==> src/rtl/mem_dump_ctrl.sv <==
// ----------------------------------------------------------------------------
// mem_dump_ctrl
//
// Debug-side initiator for the data-memory debug read port. A start request
// takes ownership of the memory (debug_on), sweeps WORDS consecutive word
// addresses beginning at start_addr, captures each returned word and streams
// it to the UART transmitter as four bytes over a valid/ready handshake.
//
// Handshake: a byte moves on a rising clk edge where tx_valid and tx_ready
// are both high. While tx_valid=1 and tx_ready=0, tx_data is held unchanged
// for as long as the stall lasts. tx_valid is only ever high in SEND.
//
// Parameters:
//   WORDS      number of consecutive words dumped per start (>= 1)
//   MSB_FIRST  1: bits 31:24 go out first, 0: bits 7:0 go out first
//
// Ports:
//   clk             system clock, all state on posedge
//   rst             asynchronous, active-high reset
//   start           one-cycle dump request, honoured only in IDLE
//   start_addr      first word address, sampled with an accepted start
//   debug_on        memory debug-mode enable (memory owned by this block)
//   debug_addr      word address to the memory debug read port
//   mem_debug_data  registered read data, memory updates it on negedge
//   tx_data         byte to the UART TX
//   tx_valid        tx_data is valid
//   tx_ready        UART TX accepts the byte this cycle
//   busy            high from the accepted start until done
//   done            one-cycle pulse after the last byte is accepted
// ----------------------------------------------------------------------------
module mem_dump_ctrl #(
    parameter int unsigned WORDS     = 32,
    parameter bit          MSB_FIRST = 1'b1
) (
    input  logic        clk,
    input  logic        rst,
    input  logic        start,
    input  logic [31:0] start_addr,
    output logic        debug_on,
    output logic [31:0] debug_addr,
    input  logic [31:0] mem_debug_data,
    output logic [7:0]  tx_data,
    output logic        tx_valid,
    input  logic        tx_ready,
    output logic        busy,
    output logic        done
);

    typedef enum logic [2:0] {
        S_IDLE    = 3'd0,
        S_ISSUE   = 3'd1,
        S_WAIT    = 3'd2,
        S_CAPTURE = 3'd3,
        S_SEND    = 3'd4,
        S_NEXT    = 3'd5,
        S_DONE    = 3'd6
    } state_t;

    localparam logic [31:0] LAST_WORD = 32'(WORDS - 1);

    state_t      r_state;
    state_t      w_state_nxt;

    logic [31:0] r_addr;
    logic [31:0] r_word_cnt;
    logic [31:0] r_capture;
    logic [1:0]  r_byte_idx;

    // Datapath strobes produced by the next-state logic.
    logic        w_load_start;
    logic        w_advance;
    logic        w_capture_en;
    logic        w_byte_xfer;

    logic [1:0]  w_lane;
    logic [7:0]  w_sel_byte;

    // ------------------------------------------------------------------
    // State register
    // ------------------------------------------------------------------
    always_ff @(posedge clk or posedge rst) begin
        if (rst) begin
            r_state <= S_IDLE;
        end else begin
            r_state <= w_state_nxt;
        end
    end

    // ------------------------------------------------------------------
    // Next-state logic and datapath strobes
    // ------------------------------------------------------------------
    always_comb begin
        w_state_nxt  = r_state;
        w_load_start = 1'b0;
        w_advance    = 1'b0;
        w_capture_en = 1'b0;
        w_byte_xfer  = 1'b0;

        case (r_state)
            S_IDLE: begin
                if (start) begin
                    w_load_start = 1'b1;
                    w_state_nxt  = S_ISSUE;
                end
            end
            S_ISSUE: begin
                // Address is already stable; the memory registers it on
                // the coming negedge.
                w_state_nxt = S_WAIT;
            end
            S_WAIT: begin
                w_state_nxt = S_CAPTURE;
            end
            S_CAPTURE: begin
                w_capture_en = 1'b1;
                w_state_nxt  = S_SEND;
            end
            S_SEND: begin
                if (tx_ready) begin
                    w_byte_xfer = 1'b1;
                    if (r_byte_idx == 2'd3) begin
                        w_state_nxt = S_NEXT;
                    end
                end
            end
            S_NEXT: begin
                if (r_word_cnt == LAST_WORD) begin
                    w_state_nxt = S_DONE;
                end else begin
                    w_advance   = 1'b1;
                    w_state_nxt = S_ISSUE;
                end
            end
            S_DONE: begin
                // A start seen here is deliberately dropped.
                w_state_nxt = S_IDLE;
            end
            default: begin
                w_state_nxt = S_IDLE;
            end
        endcase
    end

    // ------------------------------------------------------------------
    // Datapath: address, word counter, capture register, byte index
    // ------------------------------------------------------------------
    always_ff @(posedge clk or posedge rst) begin
        if (rst) begin
            r_addr     <= 32'd0;
            r_word_cnt <= 32'd0;
            r_capture  <= 32'd0;
            r_byte_idx <= 2'd0;
        end else begin
            if (w_load_start) begin
                r_addr     <= start_addr;
                r_word_cnt <= 32'd0;
            end
            if (w_advance) begin
                // 32-bit modulo: 0xFFFFFFFF rolls over to 0.
                r_addr     <= r_addr + 32'd1;
                r_word_cnt <= r_word_cnt + 32'd1;
            end
            if (w_capture_en) begin
                r_capture  <= mem_debug_data;
                r_byte_idx <= 2'd0;
            end
            if (w_byte_xfer) begin
                r_byte_idx <= r_byte_idx + 2'd1;
            end
        end
    end

    // ------------------------------------------------------------------
    // Byte selection. With MSB_FIRST the lane runs 3,2,1,0, which for a
    // two-bit index is simply its inversion.
    // ------------------------------------------------------------------
    assign w_lane = MSB_FIRST ? ~r_byte_idx : r_byte_idx;

    always_comb begin
        w_sel_byte = 8'd0;
        case (w_lane)
            2'd0:    w_sel_byte = r_capture[7:0];
            2'd1:    w_sel_byte = r_capture[15:8];
            2'd2:    w_sel_byte = r_capture[23:16];
            default: w_sel_byte = r_capture[31:24];
        endcase
    end

    // ------------------------------------------------------------------
    // Outputs are decoded from the state register so that an asynchronous
    // reset drops them in the same cycle, with no partial done pulse.
    // ------------------------------------------------------------------
    always_comb begin
        debug_on = 1'b0;
        busy     = 1'b0;
        tx_valid = 1'b0;
        done     = 1'b0;
        tx_data  = 8'd0;

        case (r_state)
            S_ISSUE, S_WAIT, S_CAPTURE, S_NEXT: begin
                debug_on = 1'b1;
                busy     = 1'b1;
            end
            S_SEND: begin
                debug_on = 1'b1;
                busy     = 1'b1;
                tx_valid = 1'b1;
                tx_data  = w_sel_byte;
            end
            S_DONE: begin
                done = 1'b1;
            end
            default: begin
                debug_on = 1'b0;
            end
        endcase
    end

    assign debug_addr = r_addr;

endmodule

==> config.mk <==
export PLATFORM = sky130hd
export DESIGN_NAME = mem_dump_ctrl
export DESIGN_NICKNAME = d
export VERILOG_FILES = /design/src/rtl/mem_dump_ctrl.sv
export SDC_FILE = /design/constraint.sdc
export NUM_CORES = 1
export LEC_CHECK = 0
export CAP_MARGIN = 5
export CORE_ASPECT_RATIO = 1.25
export CORE_MARGIN = 3
export CORE_UTILIZATION = 25
export CTS_CLUSTER_SIZE = 16
export DETAILED_ROUTE_END_ITERATION = 12
export GPL_ROUTABILITY_DRIVEN = 0
export SLEW_MARGIN = 10
export SYNTH_ARGS = -nofsm -noshare
export SYNTH_HDL_FRONTEND = slang
export SYNTH_SLANG_ARGS = --single-unit
==> constraint.sdc <==
create_clock -name clk -period 3.3 [get_ports clk]
set_clock_uncertainty 0.05 [all_clocks]
set_input_delay 0.66 -clock clk [delete_from_list [all_inputs] [get_ports clk]]
set_output_delay 0.66 -clock clk [all_outputs]
set_load 0.02 [all_outputs]
==> results.json <==
{
  "tns_ns": 0,
  "syn_area_um2": 5600,
  "ant_nets": 0,
  "outcome": "completed",
  "die_w_um": 140,
  "ys_types": 56,
  "cts_tree": "yes",
  "rrSetupSlack_ns": 0.69,
  "maxSlewViolCount": 0,
  "ys_seq_elements": 101,
  "cts-root-buf": "clkbuf_16",
  "crit_start": "r_byte_idx[0]",
  "first_iter_violations": 315,
  "rsz0062_at_grt": "no",
  "clock.fmax_mhz": 318,
  "max_slew_margin_pct": 49.7,
  "grt_pass1_wl_um": 25600,
  "routedWlPerCell_um": 16.8,
  "dp_hpwl_um": 11600,
  "worst_setup_path_end_kind": "output pin",
  "rows": 60,
  "grt_pass1_vias": 4654,
  "start_util_pct": 25.7,
  "final_cells": 940,
  "yosys_most_used_dff": "dfrtp_1",
  "setup-violations-final": 0,
  "peakVddDrop_uv": 501,
  "first_pass_iters": 5,
  "syn_area_per_cell_um2": 10.2,
  "hold_path.startpoint": "r_capture[3]",
  "min_period_over_period_pct": 95.2,
  "grt-ovfl-total": 0,
  "ys_warn_count": 0,
  "async_flop_share_pct": 100,
  "syn_nets": 625,
  "cts_made_buffers": 9,
  "drc_errors": 0,
  "drv_cap": 0,
  "port_buffers": 111,
  "hold_slack_ns": 0.460,
  "rr_startpoint": "r_state[1]",
  "final_hold_viol_count": 0,
  "num-nets-final": 730,
  "p_leak_uw": 0.00286,
  "wl_um": 15800,
  "grt_usage_pct": 12.9,
  "fp.dieH_um": 173,
  "fillers": 2236,
  "ctsLongestPathBuffers": 2,
  "io_pins": 112,
  "worstSetupPathType": "reg2out",
  "layout-drive-gt1-share_pct": 13.9,
  "antenna_found_initial": 0,
  "antennaDiodeCount": 0,
  "path_clk_slew_ns": 0.07,
  "h-tree-depth": 3,
  "cts_setup_buffers": 0,
  "vias": 4684,
  "grt_max_degree": 36,
  "cts_num_sinks": 101,
  "clk_latency_ns": 0.35,
  "syn_inst": 551,
  "tightest_slew_ns": 0.753,
  "coreArea_um2": 21800,
  "holdBufCountCts": 0,
  "power.density_nw_per_um2": 734,
  "syn_to_final_growth_pct": 30.9,
  "die_area_um2": 24300,
  "fin_crit_ns": 3.14,
  "cp.required_ns": 2.59,
  "synth_edf_count": 0,
  "start_kind": "flip-flop",
  "dpl.cell_count": 924,
  "via_per_inst": 4.98,
  "power_uw": 5380,
  "crit_fanout": 8,
  "hold_class": "reg2reg",
  "ys_seq_area_share_pct": 45.1,
  "arrival_ns": 2.43
}
-- timing repair --
item                                   4_1_cts  5_1_grt
setup endpoints to repair                    0        6
resized for setup                            0        2
endpoints found under the hold margin        0        0
-- logic make-up after synthesis --
kind of cell             synth area share, %
AND/OR/NAND/NOR                         23.1
XOR/XNOR                               0.938
buffers and inverters                   4.15
flip-flops                              45.1
AO/OA/AOI/OAI                           13.2
adder cells (fa/ha/maj)                 1.34
multiplexers                            12.2
-- metrics by stage --
| stage | worst slack, ns | instance area (um^2) | utilization, % |
|---|---|---|---|
| after floorplan | 1.10 | 5610 | - |
| after global placement | 0.451 | 7040 | 32.3 |
| after detailed placement | 0.414 | 7040 | 32.3 |
| after CTS | 0.0124 | 7330 | 33.7 |
| after global routing | 0.0477 | 7330 | 33.7 |
| final | 0.159 | 7330 | 33.7 |
-- state kept, by name (all words and copies together) (netlist names) --
signal	count
r_word_cnt	32
r_state	3
r_byte_idx	2
r_capture	32
debug_addr	32
-- area by class of cell --
type	instances	area, um^2	area share (%)
clock buffers	9	225	3.07
flip-flops and latches	101	2530	34.5
repair buffers	125	1260	17.1
multi-input cells	406	2860	39.0
inverters	13	52.6	0.716
clock inverters	7	63.8	0.870
well taps	279	349	4.76
-- worst max-delay path, stage by stage (launching register included) --
cell	delay [ns]
dfrtp_1	0.42
inv_1	0.09
ha_2	0.25
a222oi_1	0.51
nor2_1	0.08
a21oi_1	0.13
nor2_1	0.05
clkdlybuf4s50_1	0.54
-- cells in the final DEF, fill, tap and decap left out, drive strengths merged, types with 17 or more instances in the layout --
cell type      instances
clkdlybuf4s50        110
dfrtp                101
inv                   17
mux2                  43
mux2i                 18
nand2                 59
nand3                 34
nand4                 28
nor2                  41
nor3                  23
o21ai                 17
-- report_power, final --
part	leakage (uW)	internal (uW)	switching, uW	total, uW
Sequential	0.00127	1660	490	2150
Clock	0.000143	531	517	1050
Combinational	0.00145	1090	1090	2180
-- Yosys cell counts (14+ instances only) --
library cell  count  area (um^2)
mux2i_1          18          180
mux2_2           38          428
nand2_1          59          221
o21ai_0          16         80.1
dfrtp_1         101         2530
nand4_1          24          150
nor2_1           41          154
o31ai_1          14          105
o211ai_1         14          105
nor3_1           23          115
clkbuf_1         14         52.6
nand3_1          34          170
-- path summary, 6_finish.rpt --
check                                  to  depth (start not counted)
max reg2reg                debug_addr[25]                          5
max in group asynchronous  debug_addr[13]                          3
max                            tx_data[2]                          7
min reg2reg                  r_capture[3]                          1
min in group asynchronous   r_capture[19]                          2
min                          r_capture[3]                          1
-- metal layers --
| metal | vias up | part of all wire [%] | global-route usage [%] |
|---|---|---|---|
| li1 | 2296 | - | - |
| met1 | 2252 | 45 | 17.5 |
| met2 | 121 | 48 | 20.6 |
| met3 | 15 | 5.4 | 3.06 |
| met4 | 0 | 1.4 | 3.27 |
| met5 | - | 0 | 0 |
Note: power is estimated with default switching activity, not from simulation.
